$ cat src/rtl/memaccess.sv
// ============================================================================
// memaccess : memory access stage between execute and writeback.
//             ALU passthrough plus one bus transaction per load or store.
// Revision   : 1.0
// ============================================================================
`default_nettype none

module memaccess #(
   parameter int ADDR_WIDTH  = 32,
   parameter int DATA_WIDTH  = 32,
   parameter int REGNO_WIDTH = 5
) (
   input  logic                   clk,
   input  logic                   rst,
   input  logic                   i_exec_stall,
   input  logic                   i_fetch_stall,
   input  logic [1:0]             i_mem_op,
   input  logic [1:0]             i_mem_size,
   input  logic                   i_mem_sext,
   input  logic [REGNO_WIDTH-1:0] i_dst_gpr,
   input  logic [DATA_WIDTH-1:0]  i_dst_gpr_v,
   input  logic [DATA_WIDTH-1:0]  i_store_data,
   output logic                   o_mem_stall,
   output logic [REGNO_WIDTH-1:0] o_dst_gpr,
   output logic [DATA_WIDTH-1:0]  o_dst_gpr_v,
   output logic                   o_align_err,
   output logic                   o_bus_err,
   output logic [ADDR_WIDTH-1:0]  o_MAddr,
   output logic [2:0]             o_MCmd,
   output logic [DATA_WIDTH-1:0]  o_MData,
   output logic [3:0]             o_MByteEn,
   input  logic                   i_SCmdAccept,
   input  logic [DATA_WIDTH-1:0]  i_SData,
   input  logic [1:0]             i_SResp
);

   typedef enum logic [1:0] {
      IDLE = 2'd0,
      CMD  = 2'd1,
      RESP = 2'd2
   } state_t;

   localparam logic [2:0] c_CMD_IDLE  = 3'b000;
   localparam logic [2:0] c_CMD_WRITE = 3'b001;
   localparam logic [2:0] c_CMD_READ  = 3'b010;
   localparam logic [1:0] c_RESP_DVA  = 2'b01;
   localparam logic [1:0] c_RESP_ERR  = 2'b11;

   state_t                 state_q, state_d;
   logic [2:0]             mcmd_q, mcmd_d;
   logic [ADDR_WIDTH-1:0]  maddr_q, maddr_d;
   logic [DATA_WIDTH-1:0]  mdata_q, mdata_d;
   logic [3:0]             mbyteen_q, mbyteen_d;
   logic [REGNO_WIDTH-1:0] dst_gpr_q, dst_gpr_d;
   logic [DATA_WIDTH-1:0]  dst_gpr_v_q, dst_gpr_v_d;
   logic                   align_err_q, align_err_d;
   logic                   bus_err_q, bus_err_d;
   logic [REGNO_WIDTH-1:0] lat_gpr_q, lat_gpr_d;
   logic [1:0]             lat_size_q, lat_size_d;
   logic                   lat_sext_q, lat_sext_d;
   logic [1:0]             lat_lane_q, lat_lane_d;
   logic                   lat_load_q, lat_load_d;

   logic [ADDR_WIDTH-1:0]  w_addr;
   logic                   w_is_load, w_is_store, w_misalign;
   logic [3:0]             w_byteen;
   logic [DATA_WIDTH-1:0]  w_wdata;
   logic [DATA_WIDTH-1:0]  w_shifted, w_load_val;

   assign w_addr     = i_dst_gpr_v[ADDR_WIDTH-1:0];
   assign w_is_load  = (i_mem_op == 2'b01);
   assign w_is_store = (i_mem_op == 2'b10);
   // Reserved size 2'b11 behaves as a word access.
   assign w_misalign = ((i_mem_size == 2'b01) && w_addr[0]) ||
                       (i_mem_size[1] && (w_addr[1:0] != 2'b00));

   always_comb begin
      w_byteen = 4'b1111;
      w_wdata  = i_store_data;
      case (i_mem_size)
         2'b00: begin
            w_byteen = 4'b0001 << w_addr[1:0];
            w_wdata  = {4{i_store_data[7:0]}};
         end
         2'b01: begin
            w_byteen = w_addr[1] ? 4'b1100 : 4'b0011;
            w_wdata  = {2{i_store_data[15:0]}};
         end
         default: begin
            w_byteen = 4'b1111;
            w_wdata  = i_store_data;
         end
      endcase
   end

   // Half lanes are 0 or 2, so the same byte shift serves both sizes.
   assign w_shifted = i_SData >> {lat_lane_q, 3'b000};

   always_comb begin
      w_load_val = w_shifted;
      case (lat_size_q)
         2'b00:   w_load_val = {{24{lat_sext_q & w_shifted[7]}},  w_shifted[7:0]};
         2'b01:   w_load_val = {{16{lat_sext_q & w_shifted[15]}}, w_shifted[15:0]};
         default: w_load_val = i_SData;
      endcase
   end

   always_comb begin
      state_d     = state_q;
      mcmd_d      = mcmd_q;
      maddr_d     = maddr_q;
      mdata_d     = mdata_q;
      mbyteen_d   = mbyteen_q;
      dst_gpr_d   = dst_gpr_q;
      dst_gpr_v_d = dst_gpr_v_q;
      align_err_d = 1'b0;
      bus_err_d   = 1'b0;
      lat_gpr_d   = lat_gpr_q;
      lat_size_d  = lat_size_q;
      lat_sext_d  = lat_sext_q;
      lat_lane_d  = lat_lane_q;
      lat_load_d  = lat_load_q;
      case (state_q)
         IDLE: begin
            if (!(i_exec_stall || i_fetch_stall)) begin
               if (!(w_is_load || w_is_store)) begin
                  dst_gpr_d   = i_dst_gpr;
                  dst_gpr_v_d = i_dst_gpr_v;
               end else if (w_misalign) begin
                  dst_gpr_d   = '0;
                  align_err_d = 1'b1;
               end else begin
                  dst_gpr_d  = '0;
                  lat_gpr_d  = i_dst_gpr;
                  lat_size_d = i_mem_size;
                  lat_sext_d = i_mem_sext;
                  lat_lane_d = w_addr[1:0];
                  lat_load_d = w_is_load;
                  maddr_d    = {w_addr[ADDR_WIDTH-1:2], 2'b00};
                  mdata_d    = w_wdata;
                  mbyteen_d  = w_byteen;
                  mcmd_d     = w_is_load ? c_CMD_READ : c_CMD_WRITE;
                  state_d    = CMD;
               end
            end
         end
         CMD: begin
            if (i_SCmdAccept) begin
               mcmd_d  = c_CMD_IDLE;
               state_d = lat_load_q ? RESP : IDLE;
            end
         end
         RESP: begin
            if (i_SResp == c_RESP_DVA) begin
               dst_gpr_d   = lat_gpr_q;
               dst_gpr_v_d = w_load_val;
               state_d     = IDLE;
            end else if (i_SResp == c_RESP_ERR) begin
               dst_gpr_d = '0;
               bus_err_d = 1'b1;
               state_d   = IDLE;
            end
         end
         default: state_d = IDLE;
      endcase
   end

   always_ff @(posedge clk) begin
      if (rst) begin
         state_q     <= IDLE;
         mcmd_q      <= c_CMD_IDLE;
         maddr_q     <= '0;
         mdata_q     <= '0;
         mbyteen_q   <= '0;
         dst_gpr_q   <= '0;
         dst_gpr_v_q <= '0;
         align_err_q <= 1'b0;
         bus_err_q   <= 1'b0;
         lat_gpr_q   <= '0;
         lat_size_q  <= '0;
         lat_sext_q  <= 1'b0;
         lat_lane_q  <= '0;
         lat_load_q  <= 1'b0;
      end else begin
         state_q     <= state_d;
         mcmd_q      <= mcmd_d;
         maddr_q     <= maddr_d;
         mdata_q     <= mdata_d;
         mbyteen_q   <= mbyteen_d;
         dst_gpr_q   <= dst_gpr_d;
         dst_gpr_v_q <= dst_gpr_v_d;
         align_err_q <= align_err_d;
         bus_err_q   <= bus_err_d;
         lat_gpr_q   <= lat_gpr_d;
         lat_size_q  <= lat_size_d;
         lat_sext_q  <= lat_sext_d;
         lat_lane_q  <= lat_lane_d;
         lat_load_q  <= lat_load_d;
      end
   end

   assign o_mem_stall = (state_q != IDLE);
   assign o_dst_gpr   = dst_gpr_q;
   assign o_dst_gpr_v = dst_gpr_v_q;
   assign o_align_err = align_err_q;
   assign o_bus_err   = bus_err_q;
   assign o_MAddr     = maddr_q;
   assign o_MCmd      = mcmd_q;
   assign o_MData     = mdata_q;
   assign o_MByteEn   = mbyteen_q;

endmodule

`default_nettype wire

$ cat config.mk
export PLATFORM = sky130hd
export DESIGN_NAME = memaccess
export DESIGN_NICKNAME = d
export VERILOG_FILES = /design/src/rtl/memaccess.sv
export SDC_FILE = /design/constraint.sdc
export NUM_CORES = 1
export LEC_CHECK = 0
export CORE_UTILIZATION = 50
export CTS_BUF_LIST = sky130_fd_sc_hd__clkbuf_8
export DETAILED_ROUTE_END_ITERATION = 10
export DONT_BUFFER_PORTS = 1
export PLACE_DENSITY_LB_ADDON = 0.12
export SLEW_MARGIN = 20
export SYNTH_ARGS = -nofsm -noshare
export SYNTH_HDL_FRONTEND = slang
export SYNTH_SLANG_ARGS = --single-unit
$ cat constraint.sdc
create_clock -name clk -period 4.55 [get_ports clk]
set_clock_uncertainty 0.15 [all_clocks]
set_input_delay 0.455 -clock clk [delete_from_list [all_inputs] [get_ports clk]]
set_output_delay 0.455 -clock clk [all_outputs]
set_load 0.03 [all_outputs]
# Word-level counts from Yosys, hierarchy flattened
# Index checks and enable logic that the tools add are counted.
[totals]
word_cells = 86
ff_bits = 121
in_bits = 113
[classes]
mux = 29
eq_ne = 15
bitwise_logic = 7
shift = 2
reduce_logical = 19
[ops]
columns = ["cell", "count"]
rows = [
  ["$pmux W32 S2", 3],
  ["$mux W32", 3],
  ["$shr A32 B5 Y16", 1],
  ["$mux W5", 4],
  ["$mux W2", 8],
  ["$mux W3", 4],
  ["$ne A2 B2 Y1 const B", 6],
  ["$eq A2 B1 Y1 const B", 5],
  ["$pmux W5 S2", 1],
  ["$reduce_and A5 Y1", 2],
  ["$pmux W4 S2", 1],
  ["$reduce_and A4 Y1", 2],
  ["$reduce_bool A2 Y1", 4],
  ["$eq A2 B2 Y1 const B", 3],
  ["$logic_not A2 Y1", 3],
  ["$pmux W2 S3", 1],
  ["$pmux W3 S2", 1],
  ["$not A1 Y1", 5],
  ["$mux W4", 1],
  ["$reduce_or A4 Y1", 1],
  ["$shl A1 B2 Y4 const A", 1],
  ["$logic_or A1 B1 Y1", 3],
  ["$ne A3 B3 Y1 const B", 1],
  ["$reduce_and A3 Y1", 1],
  ["4 further kinds", 7],
]

# Logic depth before layout (Yosys ltp)
# Gate-level depths: netlist of run 1.
[depth]
depth_word = 7
ltp_mapped = 8

# Worst setup path before layout of run 1
# Ideal clock, no wire load.
[synth_timing]
path_type = "input to register"
from = "input i_mem_op[1]"
to = "register dst_gpr_v_q[31] (netlist: o_dst_gpr_v[31])"
arrival_time_ns = 1.737
path_slack_ns = 2.531
setup_ns = 0.132
stages = 8
required_ns = 4.268
path_buffers = 2
path_cell_list = "inv_1 -> ha_1 -> or2_2 -> o21a_1 -> buf_4 -> buf_4 -> mux2i_1 -> o22ai_1"
[synth_between]
elab_chain_len = 4
word_cells_on_any_way = 5
cone_classes = "3 x eq/ne; 2 x reduce/logical"
[synth_lines]
columns = ["item", "line", "source"]
rows = [
  ["from (decl)", "17", "input logic [1:0] i_mem_op,"],
  ["$eq A2 B1 Y1 or $eq A2 B2 Y1 (tied branches)", "71, 72", ""],
  ["$logic_or A1 B1 Y1 *", "126", "if (!(w_is_load || w_is_store)) begin"],
  ["$ne A2 B2 Y1 (no line) *", "--", ""],
  ["$reduce_and A4 Y1 (no line) *", "--", ""],
  ["to (signal assigned)", "191", "dst_gpr_v_q <= dst_gpr_v_d;"],
  ["to (decl)", "55", "logic [DATA_WIDTH-1:0] dst_gpr_v_q, dst_gpr_v_d;"],
]
# Mark *: on every way between the ends. The rest lies on a longest branch, timed or not.
# A chain may end at the register's enable or synchronous reset.

# Worst setup path after layout of run 1
[layout_timing]
from = "register state_q[0]"
to = "register maddr_q[29] (netlist: o_MAddr[29])"
[layout_between]
elab_chain_len = 2
[layout_lines]
columns = ["item", "line", "source"]
rows = [
  ["from (decl)", "49", "state_t state_q, state_d;"],
  ["from (signal assigned)", "185", "state_q <= state_d;"],
  ["$logic_not A2 Y1", "123", "case (state_q)"],
  ["$reduce_and A4 Y1 (no line)", "--", ""],
  ["to (signal assigned)", "187", "maddr_q <= maddr_d;"],
  ["to (decl)", "51", "logic [ADDR_WIDTH-1:0] maddr_q, maddr_d;"],
]
# No other way between the ends.

==> implementation parameters, run 1 <==
Parameter                              Value

Run status
  Result of the run ... complete, no violations

Synth
  XOR/XNOR share of the synthesized area ... 0%
  Average cell area after synthesis ... roughly 8.5 µm²
  Number of enable-type register cells in the synthesized netlist ... 0
  Warnings, synthesis ... 0
  Cell area after synthesis ... 5790 µm²
  Synthesized-area fraction occupied by adder cells ... 0.216%
  Library cell with the largest summed area after synthesis ... sky130_fd_sc_hd__dfxtp_1
  Async set-reset flop share out of synthesis ... 0%
  Combinational family with the most area after synthesis ... compound AO/OA/AOI/OAI gates
  Fraction of synthesized cell area taken by the top area cell type ... between 40% and 50%
  Multiplexer area fraction after synthesis ... about 9%
  Distinct cell type count after synthesis ... 49
  Sequential-to-total area share from yosys stat ... 41.5%
  Post-synthesis cell count ... 683
  Count of state elements after synthesis ... 120
  Cell types with the largest area share after synthesis ... sky130_fd_sc_hd__dfxtp_1, sky130_fd_sc_hd__nand2_1, sky130_fd_sc_hd__mux2i_1
  Post-synthesis compound-gate area fraction ... about 26%
  Most used flip-flop cell after synthesis ... sky130_fd_sc_hd__dfxtp_1
  Simple logic cell fraction of the synthesized area ... 17.4%

Setup path
  Crit. End Element ... flop
  Arrival time of data at the critical path endpoint ... between 3 and 4 ns
  Category of the most critical setup path ... flop to flop
  Data required time of the worst path ... around 4.8 ns
  Max Fanout on Critical Path ... slightly below 60
  Nature of the critical path startpoint ... flop

Floorplan
  Effective utilization at floorplan ... roughly 52%
  Overall die area ... ~12000 µm²
  Horizontal extent of the die ... approximately 110 µm
  Number of standard-cell rows in the floorplan ... 38
  DIE HEIGHT ... roughly 110 µm
  Io pins ... roughly 220
  Std-Cell Core Area ... 11100 µm²

Timing
  Final-report max-slew violation count ... 0
  Count of final hold-check violations ... 0
  Transition time of the tightest slew-check pin ... about 0.93 ns
  Maximum operating frequency ... 0.334 GHz
  Crit share post-route ... about two thirds
  RSZ-0062 raised after global routing ... false
  Post-route setup slack ... around 1.6 ns
  Max-slew headroom ... about two fifths
  Setup TNS Final ... 0 ns
  Count of endpoints failing setup in the final report ... 0
  Minimum period implied by the final worst setup slack ... 2.99 ns

Power
  Combinational share of power ... a little under a tenth
  Proportion of power drawn by flip-flops and latches ... between 40 and 50%
  Worst-case vdd ir drop ... between 0.0002 and 0.0003 V
  Leak ... approximately 2.5 nW
  Pwr per Cell Area ... between 300 and 400 nW/µm²
  Switching portion of total power ... 26.3%
  Net switching component of the power ... between 0.6 and 0.7 mW
  Clk network pwr share ... 41.0%
  Pint ... around 1.7 mW

Placement
  Last weighted congestion value of the routability-driven placer ... around 0.8
  Hpwl dp ... ~11000 µm
  Area after detailed placement ... around 5700 µm²
  Post-placement worst setup slack ... approximately 1.8 ns
  Buffers on Ports ... 0

Detailed routing
  DR pass1 iterations ... 5
  Final routed DRC violation total ... 0
  Drt wl/cell ... slightly above 20 µm
  Aggregate routed wire length ... about 17000 µm
  Total via count in the routed design ... 5180
  Average via count per standard cell ... 6.09
  Iter 0 DRT Violations ... roughly 430
  Number of nets with antenna violations after routing ... 0

Clock network
  Number of CTS-inserted buffers ... 17
  Clock insertion delay at the later pin of the skew report ... around 0.44 ns
  TritonCTS Sinks ... 120
  H-tree levels ... 4
  Buffer type at the clock tree root ... sky130_fd_sc_hd__clkbuf_8
  Post-CTS Setup Bufs ... 0
  CTS tree ... yes
  Maximum buffer depth of the clock tree ... 2
  Clk slew on worst S/H paths ... around 0.070 ns

Cells and area
  Proportion of layout cells with a drive suffix above 1 ... 7.89%
  Non-Filler Cell Area, Final ... 6630 µm²
  # diodes ... 0
  Finished Core Util ... around three fifths
  Layout-stage area growth over the synthesis result ... 14.5%
  Fin nets ... between 800 and 900

Global route
  Pin count of the biggest net entering global routing ... 121
  Global-route wire length before repair ... ~26000 µm
  Via count of the first global-routing pass ... ~5000
  Overall routing resource usage ... around 29%
  Initial antenna violation count ... 0
  Remaining global-route overflow ... 0

Flow run
  Max capacitance violation total ... 0

Hold path
  Hold crit path type ... input pin to flop
## power groups by stage
stage | sequential, mW | combinational (mW) | clock (mW)
after CTS | 1.18 | 0.215 | 0.994
after detailed placement | 1.21 | 0.160 | 0
final | 1.18 | 0.217 | 0.973
after global routing | 1.19 | 0.240 | 1.03
after global placement | 1.20 | 0.155 | 0
after floorplan | 1.19 | 0.165 | 0
## placed cells by master (no fill, tap or decap), drive strengths merged, types with 12 or more instances in the layout
| cell | count |
|---|---|
| a21oi | 72 |
| o211a | 16 |
| o22ai | 16 |
| a211oi | 15 |
| nand2b | 12 |
| mux2i | 41 |
| o21bai | 16 |
| o21ai | 17 |
| nor2 | 42 |
| dfxtp | 120 |
| clkbuf | 19 |
| nand2 | 136 |
| dlygate4sd3 | 48 |
| a311oi | 12 |
## final timing paths
check | depth (start not counted) | end | slack (ns) | from
setup / recovery | 6 | o_MAddr[29]$_SDFFE_PP0P_ | 1.56 | state_q[0]$_SDFFE_PP0P_
hold / removal | 2 | o_MAddr[19]$_SDFFE_PP0P_ | 0.03 | i_dst_gpr_v[19]
hold reg to reg | 2 | lat_gpr_q[0]$_SDFFE_PP0P_ | 0.30 | lat_gpr_q[0]$_SDFFE_PP0P_
setup reg to reg | 6 | o_MAddr[29]$_SDFFE_PP0P_ | 1.56 | state_q[0]$_SDFFE_PP0P_
## layout make-up
type                            instances  area (µm²)
Tap cell                              140         175
Multi-Input combinational cell        496        3050
Inverter                                5        18.8
Clock inverter                         13         136
Clock buffer                           19         262
Fill cell                            1025        4450
Sequential cell                       120        2400
Timing Repair Buffer                   57         581
## synth_stat cells, drive strengths merged, types with 15 or more instances
library cell / number
nand2: 136
dfxtp: 120
a21oi: 72
nor2: 42
mux2i: 41
clkbuf: 38
buf: 26
o21ai: 17
o211a: 16
o21bai: 16
o22ai: 16
a211oi: 15
## worst max-delay path: stages, from the launching register on
cell and delay [ns]:
sky130_fd_sc_hd__dfxtp_1 0.41, sky130_fd_sc_hd__nor4_4 0.46, sky130_fd_sc_hd__and4b_4 0.83, sky130_fd_sc_hd__buf_12 0.29, sky130_fd_sc_hd__nand2_1 0.07, sky130_fd_sc_hd__a21oi_1 0.13
sky130_fd_sc_hd__dlygate4sd3_1 0.57
## kinds of logic after synthesis
logic type / count (synthesis)
AO/OA/AOI/OAI: 217
flip-flops: 120
multiplexers: 49
adder cells (fa/ha/maj): 1
other: 1
buffers and inverters: 69
AND/OR/NAND/NOR: 226
## timing repair
item                                   4_1_cts  5_1_grt
hold buffers                                49        0
endpoints found under the hold margin      120        0
gates resized for setup                      0        0
## metal layers
metal	vias to the layer above	global-route usage (%)	wire length [µm]
met3	23	11.3	1770
met2	232	46.4	8120
met1	2433	35.4	7230
met5	-	0	0
met4	0	10.4	273
li1	2492	-	-
## state kept, by name, indices dropped and copies added (netlist names)
| name | count |
|---|---|
| lat_gpr_q | 5 |
| lat_lane_q | 2 |
| lat_load_q | 1 |
| lat_sext_q | 1 |
| lat_size_q | 2 |
| o_MAddr | 30 |
| o_MByteEn | 4 |
| o_MCmd | 2 |
| o_MData | 32 |
| o_align_err | 1 |
| o_bus_err | 1 |
| o_dst_gpr | 5 |
| o_dst_gpr_v | 32 |
| state_q | 2 |
## through the flow
stage / total power [mW] / std cells / hold slack [ns]
after floorplan: 1.36 / 685 / 0.282
after global placement: 1.36 / 768 / 0.283
after detailed placement: 1.37 / 768 / 0.287
after CTS: 2.39 / 849 / 0.00145
after global routing: 2.46 / 850 / 0.00929
final: 2.37 / 850 / 0.0287
(Power assumes the default switching activity.)
==> run 2: changes to the inputs <==
--- a/config.mk
+++ b/config.mk
@@ -5,6 +5,7 @@
 export SDC_FILE = /design/constraint.sdc
 export NUM_CORES = 1
 export LEC_CHECK = 0
+export ABC_AREA = 1
 export CORE_UTILIZATION = 50
 export CTS_BUF_LIST = sky130_fd_sc_hd__clkbuf_8
 export DETAILED_ROUTE_END_ITERATION = 10
==> constraint.sdc (replaced) <==
create_clock -name clk -period 2.5 [get_ports clk]
set_clock_uncertainty 0.15 [all_clocks]
set_input_delay 0.25 -clock clk [delete_from_list [all_inputs] [get_ports clk]]
set_output_delay 0.25 -clock clk [all_outputs]
set_load 0.03 [all_outputs]
==> implementation parameters, run 2 <==
Parameter                              Value

Hold path
  Source of the worst hold timing path ... i_store_data[9] (was i_dst_gpr_v[19])
  Worst hold path cell count ... 4 (was 2)
  Hold crit path type ... input pin to flop (unchanged)
  Hold Path End ... o_MData[9]$_SDFFE_PP0P_ (was o_MAddr[19]$_SDFFE_PP0P_)

Placement
  Hpwl dp ... 11900 µm (was 11300 µm)
  Last weighted congestion value of the routability-driven placer ... 0.848 (was 0.820)
  Cell Count Post-Placement ... 929 (was 768)
  Buffers on Ports ... 0 (unchanged)

Cells and area
  Most frequent cells in the layout ... sky130_fd_sc_hd__nand2_1, sky130_fd_sc_hd__dlygate4sd3_1, sky130_fd_sc_hd__dfxtp_1 (was sky130_fd_sc_hd__nand2_1, sky130_fd_sc_hd__dfxtp_1, sky130_fd_sc_hd__a21oi_1)
  Cell Count, Final, Fillers Out ... 1083 (was 850)
  Commonest non-fill, non-tap cell in the layout ... sky130_fd_sc_hd__nand2_1 (unchanged)
  Layout-stage area growth over the synthesis result ... 28.1% (was 14.5%)
  # diodes ... 0 (unchanged)
  Proportion of layout cells with a drive suffix above 1 ... 9.89% (was 7.89%)
  Fin nets ... 1042 (was 811)
  Filler cell count ... 992 (was 1025)
  Finished Core Util ... 65.4% (was 59.8%)

Setup path
  Cell depth of the worst flop-to-flop path ... 7 (was 6)
  Cell mode on critical path ... sky130_fd_sc_hd__dlygate4sd3_1
  Worst path cell trace ... dlygate4sd3_1, inv_1, o21ai_1, nand2_2, nand4_4, buf_4, nand2_1, a31oi_1, dlygate4sd3_1 (was nor4_4, and4b_4, buf_12, nand2_1, a21oi_1, dlygate4sd3_1)
  Category of the most critical setup path ... input pin to flop (was flop to flop)
  Stage delay of the slowest cell on the critical path ... 0.61 ns (was 0.83 ns)
  Crit. End Element ... flop (unchanged)
  Data required time of the worst path ... 2.73 ns (was 4.78 ns)
  Arrival time of data at the critical path endpoint ... 2.63 ns (was 3.22 ns)
  Nature of the critical path startpoint ... input pin (was flop)
  Max Fanout on Critical Path ... 18 (was 58)
  Capturing point of the worst reg2reg path ... o_MData[18]$_SDFFE_PP0P_ (was o_MAddr[29]$_SDFFE_PP0P_)
  Slowest-stage cell, CP ... sky130_fd_sc_hd__dlygate4sd3_1 (was sky130_fd_sc_hd__and4b_4)
  Reg-to-reg setup timing slack ... 0.18 ns (was 1.56 ns)
  Launch instance of the worst register-to-register path ... state_q[1]$_SDFFE_PP0P_ (was state_q[0]$_SDFFE_PP0P_)

Power
  Leak ... 3.08 nW (was 2.49 nW)
  Pint ... 3.26 mW (was 1.75 mW)
  Proportion of power drawn by flip-flops and latches ... 48.7% (was 49.8%)
  Net switching component of the power ... 1.31 mW (was 0.623 mW)
  Pwr per Cell Area ... 615 nW/µm² (was 358 nW/µm²)
  Clk network pwr share ... 38.8% (was 41.0%)
  Switching portion of total power ... 28.7% (was 26.3%)
  Worst-case vdd ir drop ... 0.000423 V (was 0.000265 V)
  Combinational share of power ... 12.5% (was 9.1%)

Synth
  Cell with the most instances after synthesis ... sky130_fd_sc_hd__nand2_1 (unchanged)
  Warnings, synthesis ... 0 (unchanged)
  Sequential-to-total area share from yosys stat ... 41.3% (was 41.5%)
  Fraction of synthesized cell area taken by the top area cell type ... 41.3% (was 41.5%)
  Library cell with the largest summed area after synthesis ... sky130_fd_sc_hd__dfxtp_1 (unchanged)
  Leading cell types by count after synthesis ... sky130_fd_sc_hd__nand2_1, sky130_fd_sc_hd__dfxtp_1, sky130_fd_sc_hd__nor2_1 (was sky130_fd_sc_hd__nand2_1, sky130_fd_sc_hd__dfxtp_1, sky130_fd_sc_hd__a21oi_1)
  Cell area after synthesis ... 5810 µm² (was 5790 µm²)
  Most used flip-flop cell after synthesis ... sky130_fd_sc_hd__dfxtp_1 (unchanged)
  Count of state elements after synthesis ... 120 (unchanged)
  Post-synthesis cell count ... 833 (was 683)
  Distinct cell type count after synthesis ... 35 (was 49)
  Async set-reset flop share out of synthesis ... 0% (unchanged)
  Number of enable-type register cells in the synthesized netlist ... 0 (unchanged)
  Average cell area after synthesis ... 6.98 µm² (was 8.48 µm²)
  Cell types with the largest area share after synthesis ... sky130_fd_sc_hd__dfxtp_1, sky130_fd_sc_hd__nand2_1, sky130_fd_sc_hd__a21oi_1 (was sky130_fd_sc_hd__dfxtp_1, sky130_fd_sc_hd__nand2_1, sky130_fd_sc_hd__mux2i_1)

Detailed routing
  Drt wl/cell ... 17.5 µm (was 20.5 µm)
  Average via count per standard cell ... 5.65 (was 6.09)
  Total via count in the routed design ... 6117 (was 5180)
  Final routed DRC violation total ... 0 (unchanged)
  Aggregate routed wire length ... 19000 µm (was 17400 µm)
  DR pass1 iterations ... 5 (unchanged)
  Number of nets with antenna violations after routing ... 0 (unchanged)
  Iter 0 DRT Violations ... 507 (was 432)

Floorplan
  Io pins ... 224 (unchanged)
  Std-Cell Core Area ... 11400 µm² (was 11100 µm²)
  Horizontal extent of the die ... 110 µm (about the same)
  Number of standard-cell rows in the floorplan ... 39 (was 38)
  Overall die area ... 12100 µm² (was 12000 µm²)
  Effective utilization at floorplan ... 51.1% (was 52.3%)
  DIE HEIGHT ... 110 µm (about the same)

Timing
  Count of final hold-check violations ... 0 (unchanged)
  RSZ-0062 raised after global routing ... false (unchanged)
  Max-slew headroom ... 45.1% (was 38.0%)
  Minimum period implied by the final worst setup slack ... about 2.4 ns
  Final worst hold slack ... 0.0283 ns (was 0.0287 ns)
  Setup TNS Final ... 0 ns (unchanged)
  Maximum operating frequency ... 0.418 GHz
  Final-report max-slew violation count ... 0 (unchanged)
  Count of endpoints failing setup in the final report ... 0 (unchanged)
  Crit share post-route ... 95.8%
  Transition time of the tightest slew-check pin ... 0.821 ns (was 0.928 ns)

Clock network
  TritonCTS Sinks ... 120 (unchanged)
  Maximum buffer depth of the clock tree ... 2 (unchanged)
  Clock insertion delay at the later pin of the skew report ... 0.43 ns (was 0.44 ns)
  Post-CTS Setup Bufs ... 0 (unchanged)
  Clk slew on worst S/H paths ... 0.07 ns (about the same)
  Number of CTS-inserted buffers ... 17 (unchanged)
  CTS tree ... yes (unchanged)
  Buffer type at the clock tree root ... sky130_fd_sc_hd__clkbuf_8 (unchanged)
  H-tree levels ... 4 (unchanged)

Global route
  Via count of the first global-routing pass ... 5725 (was 5003)
  Overall routing resource usage ... 30.6% (was 29.0%)
  Remaining global-route overflow ... 0 (unchanged)
  Pin count of the biggest net entering global routing ... 64 (was 121)
  Initial antenna violation count ... 0 (unchanged)
  Global-route wire length before repair ... 28300 µm (was 26300 µm)

Flow run
  Max capacitance violation total ... 0 (unchanged)

Run status
  Result of the run ... complete, no violations (unchanged)
[run 2: cell count changes after synthesis, sizes merged, moves of 17 or more]
cell	previous run	this run
o21ai	17	105
nor2	42	118
nand3	2	51
inv	4	46
mux2i	41	0
a21oi	72	110
nand2	136	163
or2	4	26
clkbuf	38	21
[run 2: worst max-delay path by stage]
stage                              start                            to  slack [ns]  depth (start not counted)
after floorplan              i_mem_op[1]  o_dst_gpr_v[22]$_SDFFE_PP0P_        0.80                          8
after global placement       i_mem_op[1]     o_MByteEn[3]$_SDFFE_PP0P_        0.52                          9
after detailed placement     i_mem_op[1]     o_MByteEn[3]$_SDFFE_PP0P_        0.45                          9
after CTS                   i_exec_stall      o_MData[24]$_SDFFE_PP0P_        0.03                          7
after global routing      i_dst_gpr_v[1]      o_MData[16]$_SDFFE_PP0P_        0.03                          9
final                     i_dst_gpr_v[1]      o_MData[24]$_SDFFE_PP0P_        0.10                          9
[run 2: power by group through the flow]
stage               Clock, mW  Combinational (mW)  Sequential [mW]
floorplan                   0               0.317             2.25
global placement            0               0.354             2.27
detailed placement          0               0.365             2.27
CTS                      1.80               0.556             2.22
global route             1.89               0.632             2.23
finish                   1.78               0.572             2.23
[run 2: cell type report]
class                           instances  area [µm²]  share of cell area [%]
Sequential cell                       120        2400                    32.3
Inverter                               46         175                    2.35
Multi-Input combinational cell        610        2920                    39.2
Timing Repair Buffer                  133        1360                    18.3
Clock inverter                          9        97.6                    1.31
Tap cell                              143         179                    2.40
Clock buffer                           22         303                    4.07
[run 2: routing by layer]
layer	up-vias	global-route usage, %	part of all wire (%)	routed length (µm)
met3	31	8.83	8.1	1530
met2	271	49.9	48	9040
li1	2945	-	-	-
met1	2870	38.1	43	8080
met4	0	11.7	1.7	329
met5	-	0	0	0
[run 2: timing repair]
item | 4_1_cts | 5_1_grt
setup endpoints to repair | 0 | 6
hold buffers | 122 | 0
endpoints found under the hold margin | 119 | 0
gates resized for setup | 0 | 1
[run 2: critical path: cells and delay by family]
kind            cells  cell delay (ns)
compound gates      2             0.34
simple gates        3             0.46
buf+inv             4             1.56
[run 2: kinds of logic after synthesis]
kind of cell	after synthesis	synth area share (%)
flip-flops	120	41.3
AND/OR/NAND/NOR	364	27.4
buffers and inverters	106	8.94
adder cells (fa/ha/maj)	1	0.215
other	1	0.0645
AO/OA/AOI/OAI	241	22.0
[run 2: stage by stage]
step | setup slack, ns | total power, mW | cell area [µm²]
3_3_place_gp | 0.522 | 2.62 | 5790
3_5_place_dp | 0.446 | 2.63 | 5790
6_report | 0.105 | 4.57 | 7440
2_1_floorplan | 0.799 | 2.56 | 5820
4_1_cts | 0.0323 | 4.58 | 7430
5_1_grt | 0.0271 | 4.76 | 7440
==> run 3: changes to the inputs <==
--- a/config.mk
+++ b/config.mk
@@ -7,7 +7,6 @@
 export LEC_CHECK = 0
 export ABC_AREA = 1
 export CORE_UTILIZATION = 50
-export CTS_BUF_LIST = sky130_fd_sc_hd__clkbuf_8
 export DETAILED_ROUTE_END_ITERATION = 10
 export DONT_BUFFER_PORTS = 1
 export PLACE_DENSITY_LB_ADDON = 0.12
==> implementation parameters, run 3 (synthesis gave the netlist of run 2 again) <==
Parameter                              Value

Setup path
  Category of the most critical setup path ... input pin to flop (unchanged)
  Capturing point of the worst reg2reg path ... o_dst_gpr[2]$_SDFFE_PP0P_ (was o_MData[18]$_SDFFE_PP0P_)
  Nature of the critical path startpoint ... input pin (unchanged)
  CP Launch Point ... i_dst_gpr_v[0] (was i_dst_gpr_v[1])
  Max Fanout on Critical Path ... 33 (was 18)
  Data required time of the worst path ... 2.65 ns (was 2.73 ns)
  Reg-to-reg setup timing slack ... 0.20 ns (was 0.18 ns)
  Crit. End Element ... flop (unchanged)
  Cell depth of the worst flop-to-flop path ... 6 (was 7)
  Critical Path End ... o_MData[25]$_SDFFE_PP0P_ (was o_MData[24]$_SDFFE_PP0P_)
  Arrival time of data at the critical path endpoint ... 2.53 ns (was 2.63 ns)
  Launch instance of the worst register-to-register path ... state_q[0]$_SDFFE_PP0P_ (was state_q[1]$_SDFFE_PP0P_)

Global route
  Global-route wire length before repair ... 27600 µm (was 28300 µm)
  Initial antenna violation count ... 0 (unchanged)
  Met2 routing resource usage after global routing ... 49.4% (was 49.9%)
  Overall routing resource usage ... 30.2% (was 30.6%)
  Pin count of the biggest net entering global routing ... 64 (unchanged)
  Remaining global-route overflow ... 0 (unchanged)
  Via count of the first global-routing pass ... 5561 (was 5725)
  Met3 Use GR ... 10.3% (was 8.83%)
  Busiest grt layer ... met2 (unchanged)
  Met1 global-route usage ... 36.5% (was 38.1%)

Detailed routing
  Final routed DRC violation total ... 0 (unchanged)
  Total via count in the routed design ... 6066 (was 6117)
  Number of nets with antenna violations after routing ... 0 (unchanged)
  DR pass1 iterations ... 5 (unchanged)
  Aggregate routed wire length ... 19100 µm (was 19000 µm)
  Drt wl/cell ... 17.9 µm (was 17.5 µm)
  Iter 0 DRT Violations ... 467 (was 507)
  Average via count per standard cell ... 5.67 (was 5.65)

Clock network
  Number of CTS-inserted buffers ... 17 (unchanged)
  Maximum buffer depth of the clock tree ... 2 (unchanged)
  TritonCTS Sinks ... 120 (unchanged)
  Clock insertion delay at the later pin of the skew report ... 0.42 ns (was 0.43 ns)
  H-tree levels ... 4 (unchanged)
  CTS tree ... yes (unchanged)
  Clk slew on worst S/H paths ... 0.05 ns (was 0.07 ns)
  Buffer type at the clock tree root ... sky130_fd_sc_hd__clkbuf_16 (was sky130_fd_sc_hd__clkbuf_8)

Power
  Clk network pwr share ... 46.7% (was 38.8%)
  Net switching component of the power ... 1.39 mW (was 1.31 mW)
  Pint ... 3.84 mW (was 3.26 mW)
  Combinational share of power ... 10.6% (was 12.5%)
  Worst-case vdd ir drop ... 0.000474 V (was 0.000423 V)
  Pwr per Cell Area ... 696 nW/µm² (was 615 nW/µm²)
  Switching portion of total power ... 26.6% (was 28.7%)
  Proportion of power drawn by flip-flops and latches ... 42.7% (was 48.7%)
  Leak ... 3.11 nW (was 3.08 nW)

Cells and area
  Most frequent cells in the layout ... sky130_fd_sc_hd__nand2_1, sky130_fd_sc_hd__dfxtp_1, sky130_fd_sc_hd__a21oi_1, sky130_fd_sc_hd__nor2_1, sky130_fd_sc_hd__dlygate4sd3_1 (was sky130_fd_sc_hd__nand2_1, sky130_fd_sc_hd__dlygate4sd3_1, sky130_fd_sc_hd__dfxtp_1)
  Finished Core Util ... 66.0% (was 65.4%)
  Layout-stage area growth over the synthesis result ... 29.2% (was 28.1%)
  Fin nets ... 1028 (was 1042)
  Cell Count, Final, Fillers Out ... 1069 (was 1083)
  Commonest non-fill, non-tap cell in the layout ... sky130_fd_sc_hd__nand2_1 (unchanged)
  # diodes ... 0 (unchanged)
  Proportion of layout cells with a drive suffix above 1 ... 10.3% (was 9.89%)

Placement
  Cell Count Post-Placement ... 929 (unchanged)
  Last weighted congestion value of the routability-driven placer ... 0.848 (unchanged)
  Buffers on Ports ... 0 (unchanged)
  Hpwl dp ... 11900 µm (unchanged)

Timing
  Count of final hold-check violations ... 0 (unchanged)
  Maximum operating frequency ... 0.419 GHz (was 0.418 GHz)
  Crit share post-route ... 95.4% (was 95.8%)
  Max-slew headroom ... 42.6% (was 45.1%)
  Transition time of the tightest slew-check pin ... 0.859 ns (was 0.821 ns)
  RSZ-0062 raised after global routing ... false (unchanged)
  Count of endpoints failing setup in the final report ... 0 (unchanged)
  Setup TNS Final ... 0 ns (unchanged)
  Minimum period implied by the final worst setup slack ... 2.39 ns (was 2.40 ns)
  Final-report max-slew violation count ... 0 (unchanged)

Floorplan
  Overall die area ... 12100 µm² (unchanged)
  Number of standard-cell rows in the floorplan ... 39 (unchanged)
  Effective utilization at floorplan ... 51.1% (unchanged)
  DIE HEIGHT ... 110 µm (unchanged)
  Io pins ... 224 (unchanged)
  Horizontal extent of the die ... 110 µm (unchanged)
  Std-Cell Core Area ... 11400 µm² (unchanged)

Flow run
  Max capacitance violation total ... 0 (unchanged)

Run status
  Result of the run ... complete, no violations (unchanged)

Hold path
  Hold crit path type ... input pin to flop (unchanged)
==> run 3: worst min-delay path by stage <==
stage	start	slack, ns	to	cells past startpoint
finish	i_SResp[1]	0.01	o_dst_gpr[3]$_SDFFE_PP0P_	3
floorplan	i_SResp[1]	0.22	o_bus_err$_SDFF_PP0_	2
detailed placement	rst	0.18	o_MCmd[1]$_SDFFE_PP0P_	1
global route	i_SData[23]	0.03	o_dst_gpr_v[23]$_SDFFE_PP0P_	4
global placement	rst	0.17	lat_load_q$_SDFFE_PP0P_	1
CTS	i_SData[19]	0.002	o_dst_gpr_v[19]$_SDFFE_PP0P_	4
==> run 3: power by group through the flow <==
stage / sequential [mW] / combinational (mW) / clock (mW)
finish: 2.23 / 0.555 / 2.44
global placement: 2.27 / 0.354 / 0
floorplan: 2.25 / 0.317 / 0
CTS: 2.23 / 0.535 / 2.47
detailed placement: 2.27 / 0.365 / 0
global route: 2.24 / 0.612 / 2.55
==> run 3: timing repair <==
item | 4_1_cts | 5_1_grt
hold endpoints to repair | 118 | 0
setup buffers | 0 | 1
gates resized for setup | 0 | 1
endpoints found under the setup margin | 0 | 6
hold buffers | 106 | 0
==> run 3: metrics by stage <==
| step | hold slack, ns | worst slack (ns) | instance area, µm² | total power [mW] |
|---|---|---|---|---|
| after floorplan | 0.224 | 0.799 | 5820 | 2.56 |
| after global placement | 0.173 | 0.522 | 5790 | 2.62 |
| after detailed placement | 0.177 | 0.446 | 5790 | 2.63 |
| after CTS | 0.00229 | 0.0282 | 7460 | 5.23 |
| after global routing | 0.0326 | 0.0204 | 7500 | 5.39 |
| final | 0.0130 | 0.114 | 7500 | 5.22 |
==> run 3: layout make-up <==
cell class | count | area, µm²
Inverter | 46 | 175
Multi-Input combinational cell | 610 | 2920
Fill cell | 1002 | 3860
Timing Repair Buffer | 119 | 1240
Clock buffer | 23 | 498
Clock inverter | 8 | 93.8
Sequential cell | 120 | 2400
Tap cell | 143 | 179
==> run 3: critical path: stages <==
cell	delay [ns]
sky130_fd_sc_hd__dlygate4sd3_1	0.56
sky130_fd_sc_hd__inv_1	0.15
sky130_fd_sc_hd__o21ai_1	0.11
sky130_fd_sc_hd__nand2_2	0.15
sky130_fd_sc_hd__nand4_4	0.28
sky130_fd_sc_hd__buf_12	0.29
sky130_fd_sc_hd__nand2_1	0.08
sky130_fd_sc_hd__a31oi_1	0.09
sky130_fd_sc_hd__dlygate4sd3_1	0.57
==> run 3: layer usage <==
metal / vias up / wire, µm
met5: - / 0
met1: 2812 / 7980
li1: 2918 / -
met4: 0 / 336
met3: 32 / 1760
met2: 304 / 9060
